**config.mk**
```make
export PLATFORM = sky130hd
export DESIGN_NAME = seq_serializer_flat
export DESIGN_NICKNAME = d
export VERILOG_FILES = /design/src/rtl/seq_serializer_if.sv /design/src/rtl/seq_serializer.sv /design/src/flat_wrapper.sv
export SDC_FILE = /design/constraint.sdc
export NUM_CORES = 1
export LEC_CHECK = 0
export ABC_AREA = 0
export CORE_AREA = 2 2 39 41
export DETAILED_ROUTE_END_ITERATION = 12
export DIE_AREA = 0 0 41 43
export GPL_TIMING_DRIVEN = 1
export PLACE_DENSITY = 0.72
export SLEW_MARGIN = 0
export SYNTH_ARGS = -nofsm -noshare
export SYNTH_HDL_FRONTEND = slang
export SYNTH_SLANG_ARGS = --single-unit
export TNS_END_PERCENT = 10
```
**constraint.sdc**
```tcl
create_clock -name clk -period 4.2 [get_ports clk]
set_clock_uncertainty 0.2 [all_clocks]
set_input_delay 0.63 -clock clk [delete_from_list [all_inputs] [get_ports clk]]
set_output_delay 0.63 -clock clk [all_outputs]
set_load 0.02 [all_outputs]
```
**src/rtl/seq_serializer_if.sv**
```systemverilog
// Handshake and serial-line bundle between a word source and seq_serializer.
// The serializer takes the slave side; the word source takes the master side.
interface seq_serializer_if #(
  parameter int WIDTH = 8
);
  localparam int CW = $clog2(WIDTH);

  logic [WIDTH-1:0] i_data;
  logic             i_valid;
  logic             o_ready;
  logic             o_seq;
  logic             o_seq_valid;
  logic             o_last;
  logic [CW-1:0]    o_bit_cnt;

  modport master (
    output i_data, i_valid,
    input  o_ready, o_seq, o_seq_valid, o_last, o_bit_cnt
  );

  modport slave (
    input  i_data, i_valid,
    output o_ready, o_seq, o_seq_valid, o_last, o_bit_cnt
  );
endinterface

```
**src/rtl/seq_serializer.sv**
```systemverilog
// Parallel-to-serial stage feeding the sequence detector: one bit per clock,
// back-to-back words stream with no gap, and the line rests at IDLE_LEVEL.
module seq_serializer #(
  parameter int WIDTH      = 8,
  parameter bit MSB_FIRST  = 1'b1,
  parameter bit IDLE_LEVEL = 1'b1
) (
  input  logic            clk,
  input  logic            reset,
  seq_serializer_if.slave bus
);
  localparam int            CW       = $clog2(WIDTH);
  localparam logic [CW-1:0] LAST_IDX = CW'(WIDTH - 1);

  typedef enum logic {IDLE, SHIFT} state_t;

  state_t           state_q, state_next;
  logic [WIDTH-1:0] shreg_q, shreg_next;
  logic             seq_q, seq_next;
  logic             seq_valid_q, seq_valid_next;
  logic             last_q, last_next;
  logic [CW-1:0]    bit_cnt_q, bit_cnt_next;
  logic             at_last;
  logic             accept;

  // Ready also on the final bit of a word, so the next word loads with no gap.
  assign at_last     = (state_q == SHIFT) && (bit_cnt_q == LAST_IDX);
  assign bus.o_ready = reset && ((state_q == IDLE) || at_last);
  assign accept      = bus.i_valid && bus.o_ready;

  assign bus.o_seq       = seq_q;
  assign bus.o_seq_valid = seq_valid_q;
  assign bus.o_last      = last_q;
  assign bus.o_bit_cnt   = bit_cnt_q;

  always_ff @(posedge clk) begin
    if (!reset) begin
      state_q     <= IDLE;
      shreg_q     <= '0;
      seq_q       <= IDLE_LEVEL;
      seq_valid_q <= 1'b0;
      last_q      <= 1'b0;
      bit_cnt_q   <= '0;
    end else begin
      state_q     <= state_next;
      shreg_q     <= shreg_next;
      seq_q       <= seq_next;
      seq_valid_q <= seq_valid_next;
      last_q      <= last_next;
      bit_cnt_q   <= bit_cnt_next;
    end
  end

  always_comb begin
    state_next = state_q;
    case (state_q)
      IDLE:    if (accept) state_next = SHIFT;
      SHIFT:   if (at_last && !accept) state_next = IDLE;
      default: state_next = IDLE;
    endcase
  end

  // The first bit goes straight to the line on load; the shift register keeps
  // only the bits still to come, so its outgoing end is always the next bit.
  always_comb begin
    shreg_next     = shreg_q;
    seq_next       = IDLE_LEVEL;
    seq_valid_next = 1'b0;
    bit_cnt_next   = '0;
    if (accept) begin
      seq_valid_next = 1'b1;
      if (MSB_FIRST) begin
        seq_next   = bus.i_data[WIDTH-1];
        shreg_next = bus.i_data << 1;
      end else begin
        seq_next   = bus.i_data[0];
        shreg_next = bus.i_data >> 1;
      end
    end else if ((state_q == SHIFT) && !at_last) begin
      seq_valid_next = 1'b1;
      bit_cnt_next   = bit_cnt_q + CW'(1);
      if (MSB_FIRST) begin
        seq_next   = shreg_q[WIDTH-1];
        shreg_next = shreg_q << 1;
      end else begin
        seq_next   = shreg_q[0];
        shreg_next = shreg_q >> 1;
      end
    end
    last_next = seq_valid_next && (bit_cnt_next == LAST_IDX);
  end
endmodule

```
**src/flat_wrapper.sv**
```systemverilog
// flat-port wrapper written by rule: the top's interface ports become plain ports
module seq_serializer_flat 
#(
  parameter int WIDTH      = 8,
  parameter bit MSB_FIRST  = 1'b1,
  parameter bit IDLE_LEVEL = 1'b1
)
  (clk, reset, bus_i_data, bus_i_valid, bus_o_ready, bus_o_seq, bus_o_seq_valid, bus_o_last, bus_o_bit_cnt);
  seq_serializer_if #(.WIDTH(WIDTH)) bus_i ();
  input  logic clk;
  input  logic reset;
  input wire logic [$bits(bus_i.i_data)-1:0] bus_i_data;
  input wire logic [$bits(bus_i.i_valid)-1:0] bus_i_valid;
  output wire logic [$bits(bus_i.o_ready)-1:0] bus_o_ready;
  output wire logic [$bits(bus_i.o_seq)-1:0] bus_o_seq;
  output wire logic [$bits(bus_i.o_seq_valid)-1:0] bus_o_seq_valid;
  output wire logic [$bits(bus_i.o_last)-1:0] bus_o_last;
  output wire logic [$bits(bus_i.o_bit_cnt)-1:0] bus_o_bit_cnt;
  assign bus_i.i_data = bus_i_data;
  assign bus_i.i_valid = bus_i_valid;
  assign bus_o_ready = bus_i.o_ready;
  assign bus_o_seq = bus_i.o_seq;
  assign bus_o_seq_valid = bus_i.o_seq_valid;
  assign bus_o_last = bus_i.o_last;
  assign bus_o_bit_cnt = bus_i.o_bit_cnt;
  seq_serializer #(.WIDTH(WIDTH), .MSB_FIRST(MSB_FIRST), .IDLE_LEVEL(IDLE_LEVEL)) u_core (.clk(clk), .reset(reset), .bus(bus_i));
endmodule
```
==> results by group, run 1 <==
Synthesis
  – Mean Syn Cell Area: 10.3 um2
  – Register bit count reported by yosys: 14
  – Yosys top cell area share: 0.521
  – Post-synth cell types: 17
  – Sequential area share after synthesis: 0.521
  – Post-synth ARST share: 0
  – Warnings, synthesis: 0
  – EDFF count, synth: 0
  – Post-synth net total: 65
  – Post-synthesis cell count: 52
  – Most common flop cell mapped by yosys: dfxtp_1
  – Mapped Area: 538 um2
  – Cell types with the largest area share after synthesis: dfxtp_1, mux2i_1, o21ai_0
  – Post-synth top area cell: dfxtp_1

Routing
  – Average wire per standard cell: 10.6 um
  – Remaining routing DRC violations: 0
  – Antenna-violating nets left: 0
  – Vias after detailed routing: about 410
  – DRT iter0 DRCs: 3
  – Post-detailed-route via-to-cell ratio: approximately 4.9
  – Initial DRT Pass Iterations: 2
  – Final wirelength: 903 um

STA
  – Slew of the pin with the lowest slew margin: 0.496 ns
  – Worst rel slew slack: 0.669
  – Maximum achievable frequency: 336 MHz
  – # setup viols final: 0
  – Minimum clock period: ~3 ns
  – Final hold viol count: 0
  – Final worst path period share: 0.708
  – Smallest setup slack after layout: 1.23 ns
  – Post-route worst hold slack: 0.263 ns
  – Setup repair after global routing missed its margin: false
  – Slew Limit Fails: 0
  – Total negative slack for setup checks: 0 ns

Cells and area
  – Share of layout cells above drive strength 1: 0.0580
  – Final standard cell count with taps included and fillers excluded: 85
  – Antenna Diode Count: 0
  – Area of the multi-input gates: approximately 240 um2
  – Most common cell after layout, fill and taps aside: clkdlybuf4s50_1
  – Number of nets in the finished design: 84
  – Layout overhead on the synthesized area: 37.0%
  – Top library cells by usage in the layout, fill and taps aside: clkdlybuf4s50_1, dfxtp_1, mux2i_1, o21ai_0, a21oi_1
  – Sequential cell area: approximately 280 um2
  – Final standard cell utilization of the core: 0.533
  – Fillcell total: 145

Die
  – Total I/O pin count: 18
  – Overall die height: 43 um
  – Core ar.: 1380 um2
  – Starting Density: 0.389
  – DIE WIDTH: 41 um
  – Standard-cell row count: 14
  – Die Area: 1760 um2

Placed design
  – Worst setup timing slack at the placement stage: 1.25 ns
  – Final GP Congestion: 0.690
  – DP Wirelength: 655 um
  – Count of port buffers added during placement: 17
  – Instance count after placement with tap cells included: 82

Worst setup path
  – Largest driver fanout on the critical path: 13
  – Critical path required time: 3.37 ns
  – Startpoint kind of the worst setup timing path: input port
  – Critical path type: input port to primary output
  – Worst setup EP type: primary output
  – Data arrival time of the critical path: 2.14 ns
  – Setup slack, reg-to-reg: 2.47 ns

CTS
  – Number of hold-repair buffers added at the cts stage: 0
  – Clock-pin slew on the worst setup and hold paths: 0.07 ns
  – Maximum buffer depth of the clock tree: 2
  – Clock sink count: 14
  – Root Driver: clkbuf_4
  – Number of buffers inserted during clock tree synthesis: 3
  – Number of buffers inserted by post-CTS setup repair: 0
  – Insertion delay of the later-clocked pin in the worst-skew pair: about 0.27 ns
  – Clock H-tree levels: 1
  – Resize count post-CTS: 0
  – CTS tree: done

GRT
  – Total global routing track utilization: 0.126
  – Pin count of the biggest net entering global routing: 15
  – Number of antenna violations at the first check in global routing: 0
  – Number of global-route vias before repair: between 300 and 400
  – Global-route wire length before repair: roughly 1.5 mm
  – Total grt overflow: 0

Worst hold path
  – Min-delay worst type: flip-flop to flip-flop

Pwr
  – VDD IR-drop max: 296 uV
  – Pwr/cell area: 345 nW/um2
  – Leak pwr: 0.000316 uW

Flow run
  – Max Cap Viol: 0

Outcome
  – Run status: finished clean
## sequential cells by signal, indices dropped and copies added, names as in the netlist
name,cells
u_core.shreg_q,7
u_core.bus.o_last,1
u_core.bus.o_seq_valid,1
u_core.bus.o_bit_cnt,3
u_core.state_q,1
u_core.bus.o_seq,1
## logic make-up after synthesis
family / count (synthesis) / share of synthesized area
AO/OA/AOI/OAI: 15 / 0.149
flip-flops: 14 / 0.521
AND/OR/NAND/NOR: 11 / 0.128
multiplexers: 7 / 0.130
buffers and inverters: 3 / 0.0256
adder cells (fa/ha/maj): 2 / 0.0465
## metrics by stage
| step | instance area, um2 | total power [uW] |
|---|---|---|
| finish | 737 | 254 |
| CTS | 737 | 257 |
| global route | 737 | 270 |
| detailed placement | 714 | 186 |
| global placement | 714 | 186 |
| floorplan | 538 | 169 |
## final timing paths
check	startpoint	endpoint	cells after the start
min reg2reg	u_core.bus.o_bit_cnt[0]	u_core.bus.o_bit_cnt[0]	1
max reg2reg	u_core.bus.o_bit_cnt[0]	u_core.shreg_q[1]	5
max	reset	bus_o_ready	3
min	u_core.bus.o_bit_cnt[0]	u_core.bus.o_bit_cnt[0]	1
## report_power, final
| group | leakage (uW) | switching, uW | total, uW | internal (uW) |
|---|---|---|---|---|
| combinational | 0.000187 | 16.8 | 38.6 | 21.7 |
| clock | 0.0000138 | 38.1 | 71.3 | 33.2 |
| sequential | 0.000116 | 3.56 | 144 | 141 |
## metal layers
layer	GRT usage	up-vias	routed length [um]
li1	-	220	-
met1	0.172	178	444
met2	0.159	16	379
met3	0.0942	0	79
met4	0.0200	0	0
met5	0	-	0
## synth_stat cells (all sizes together), types with 2 or more instances
| library cell | n |
|---|---|
| a21oi | 6 |
| and3 | 2 |
| nor2 | 2 |
| buf | 2 |
| dfxtp | 14 |
| ha | 2 |
| o21a | 2 |
| mux2i | 7 |
| o21ai | 7 |
## worst max-delay path: stages
cell and delay (ns):
clkdlybuf4s50_1 0.70, and2_1 0.21, clkdlybuf4s50_1 0.60
## layout make-up
cell class,count,share of cell area
Multi-Input combinational cell,35,0.331
Sequential cell,14,0.380
Timing Repair Buffer,17,0.231
Clock buffer,3,0.0306
Tap cell,16,0.0272
Note: power is estimated with default switching activity, not from simulation.
==> run 2, diff against run 1 <==
Settings changed: CORE_AREA 2 2 39 41 to unset, CORE_MARGIN set to 1, CORE_UTILIZATION set to 38, DIE_AREA 0 0 41 43 to unset, PLACE_DENSITY 0.72 to 0.71.
Clock period 4.2 ns to 2.6 ns, I/O delays scaled along.
==> run 2 against run 1 <==
Effect of this change:
- largest power group unchanged
- largest cell class unchanged
- first-iteration DRC count stayed put
- clock power is 60% higher
- wire length up 1.6%
- combinational power grew 69%
- sequential power up 62%
- critical endpoint unchanged
==> results by group, run 2 (synthesis results as in run 1) <==
Cells and area
  – Post-route standard cell area excluding fillers: roughly 750 um2
  – Register with the highest flop count: u_core.shreg_q
  – Layout overhead on the synthesized area: 39.5%
  – Largest register FFs: 7
  – Top library cells by usage in the layout, fill and taps aside: clkdlybuf4s50_1, dfxtp_1, mux2i_1, o21ai_0, a21oi_1
  – Number of nets in the finished design: 86
  – Most common cell after layout, fill and taps aside: clkdlybuf4s50_1
  – Final standard cell count with taps included and fillers excluded: 86
  – Antenna Diode Count: 0
  – Share of layout cells above drive strength 1: 0.0845

Worst setup path
  – Data arrival time of the critical path: 1.85 ns
  – Critical path required time: 2.01 ns
  – Largest driver fanout on the critical path: 4
  – Worst setup EP type: primary output
  – Critical path type: flip-flop to primary output
  – Startpoint kind of the worst setup timing path: flip-flop

STA
  – Final worst path period share: 0.938
  – # setup viols final: 0
  – Setup repair after global routing missed its margin: false
  – Maximum achievable frequency: 410 MHz
  – Smallest setup slack after layout: 0.162 ns
  – Minimum clock period: about 2.4 ns
  – Worst rel slew slack: 0.664
  – Slew of the pin with the lowest slew margin: about 0.5 ns
  – Total negative slack for setup checks: 0 ns
  – Final hold viol count: 0
  – Slew Limit Fails: 0

Routing
  – Initial DRT Pass Iterations: 4
  – Highest signal layer in the routed design: met4
  – Routed metal-1 wirelength: 466 um
  – Vias after detailed routing: 410
  – DRT iter0 DRCs: 3
  – Remaining routing DRC violations: 0
  – Post-detailed-route via-to-cell ratio: ~4.8
  – Met2 WL post-DR: 401 um
  – Final wirelength: 917 um
  – Antenna-violating nets left: 0
  – Average wire per standard cell: 10.7 um
  – Routed wl met3: 42 um

Flow run
  – Max Cap Viol: 0

Pwr
  – Sequential Power Share: 0.565
  – Sw frac: 0.228
  – Internal power summed over all cells: 319 uW
  – Net switching power: 94.3 uW
  – Leak pwr: 0.000326 uW
  – VDD IR-drop max: 301 uV
  – Pwr/cell area: between 500 and 600 nW/um2
  – Share of total power in combinational logic: 0.158
  – Clock power frac: 0.277

CTS
  – Clock H-tree levels: 1
  – Number of buffers inserted during clock tree synthesis: 3
  – Clock-pin slew on the worst setup and hold paths: 0.07 ns
  – Maximum buffer depth of the clock tree: 2
  – Insertion delay of the later-clocked pin in the worst-skew pair: 0.27 ns
  – Number of hold-repair buffers added at the cts stage: 0
  – Clock sink count: 14
  – CTS tree: done
  – Root Driver: clkbuf_4
  – Number of buffers inserted by post-CTS setup repair: 0
  – Resize count post-CTS: 0

Die
  – Starting Density: 0.413
  – DIE WIDTH: approximately 40 um
  – Die Area: 1570 um2
  – Total I/O pin count: 18
  – Standard-cell row count: 13
  – Core ar.: around 1300 um2
  – Overall die height: 39.6 um

GRT
  – Number of global-route vias before repair: 349
  – Total grt overflow: 0
  – Pin count of the biggest net entering global routing: 14
  – Global-route wire length before repair: 1.45 mm
  – Number of antenna violations at the first check in global routing: 0
  – Total global routing track utilization: 0.140

Placed design
  – Placed Area: 728 um2
  – Count of port buffers added during placement: 17
  – Final GP Congestion: 0.635
  – Instance count after placement with tap cells included: 83
  – Worst setup timing slack at the placement stage: 0.397 ns

Worst hold path
  – Min-delay worst type: flip-flop to flip-flop

Outcome
  – Run status: finished clean
run 2: changes by cell type in the layout (fill, tap and decap cells not counted):
cell | before | now
buf_4 | 0 | 2
run 2: path summary, 6_finish.rpt:
path	startpoint	to	slack, ns	cells past startpoint
worst min-delay path	u_core.bus.o_bit_cnt[0]	u_core.bus.o_bit_cnt[0]	0.27	1
worst max-delay path	u_core.bus.o_bit_cnt[0]	bus_o_ready	0.16	5
worst min register to register	u_core.bus.o_bit_cnt[0]	u_core.bus.o_bit_cnt[0]	0.27	1
worst max register to register	u_core.bus.o_bit_cnt[0]	u_core.bus.o_last	1.02	5
run 2: area by class of cell:
type	instances	area, um2
fill	126	551
clock buffer	3	22.5
tap	15	18.8
multi-input combinational	35	244
sequential	14	280
timing repair buffer	19	185
run 2: per-layer routing:
| layer | vias to the layer above | track usage |
|---|---|---|
| li1 | 221 | - |
| met1 | 178 | 0.197 |
| met2 | 9 | 0.189 |
| met3 | 2 | 0.0170 |
| met4 | 0 | 0.103 |
| met5 | - | 0 |
run 2: metrics by stage:
stage | power [uW] | utilization | hold WS, ns
floorplan | 273 | - | 0.277
global placement | 303 | 0.560 | 0.252
detailed placement | 304 | 0.560 | 0.263
CTS | 418 | 0.577 | 0.274
global route | 434 | 0.577 | 0.291
finish | 413 | 0.577 | 0.267
run 2: power by group through the flow:
| stage | Clock, uW | Combinational (uW) | Sequential [uW] |
|---|---|---|---|
| global placement | 0 | 64.8 | 238 |
| floorplan | 0 | 31.1 | 242 |
| detailed placement | 0 | 65.8 | 238 |
| CTS | 118 | 66.0 | 233 |
| finish | 114 | 65.4 | 233 |
| global route | 126 | 72.9 | 235 |
run 2: critical path: stages (launching register included):
cell	delay [ns]
dfxtp_1	0.33
ha_1	0.21
ha_1	0.18
nand2b_1	0.15
and2_1	0.17
clkdlybuf4s50_1	0.53
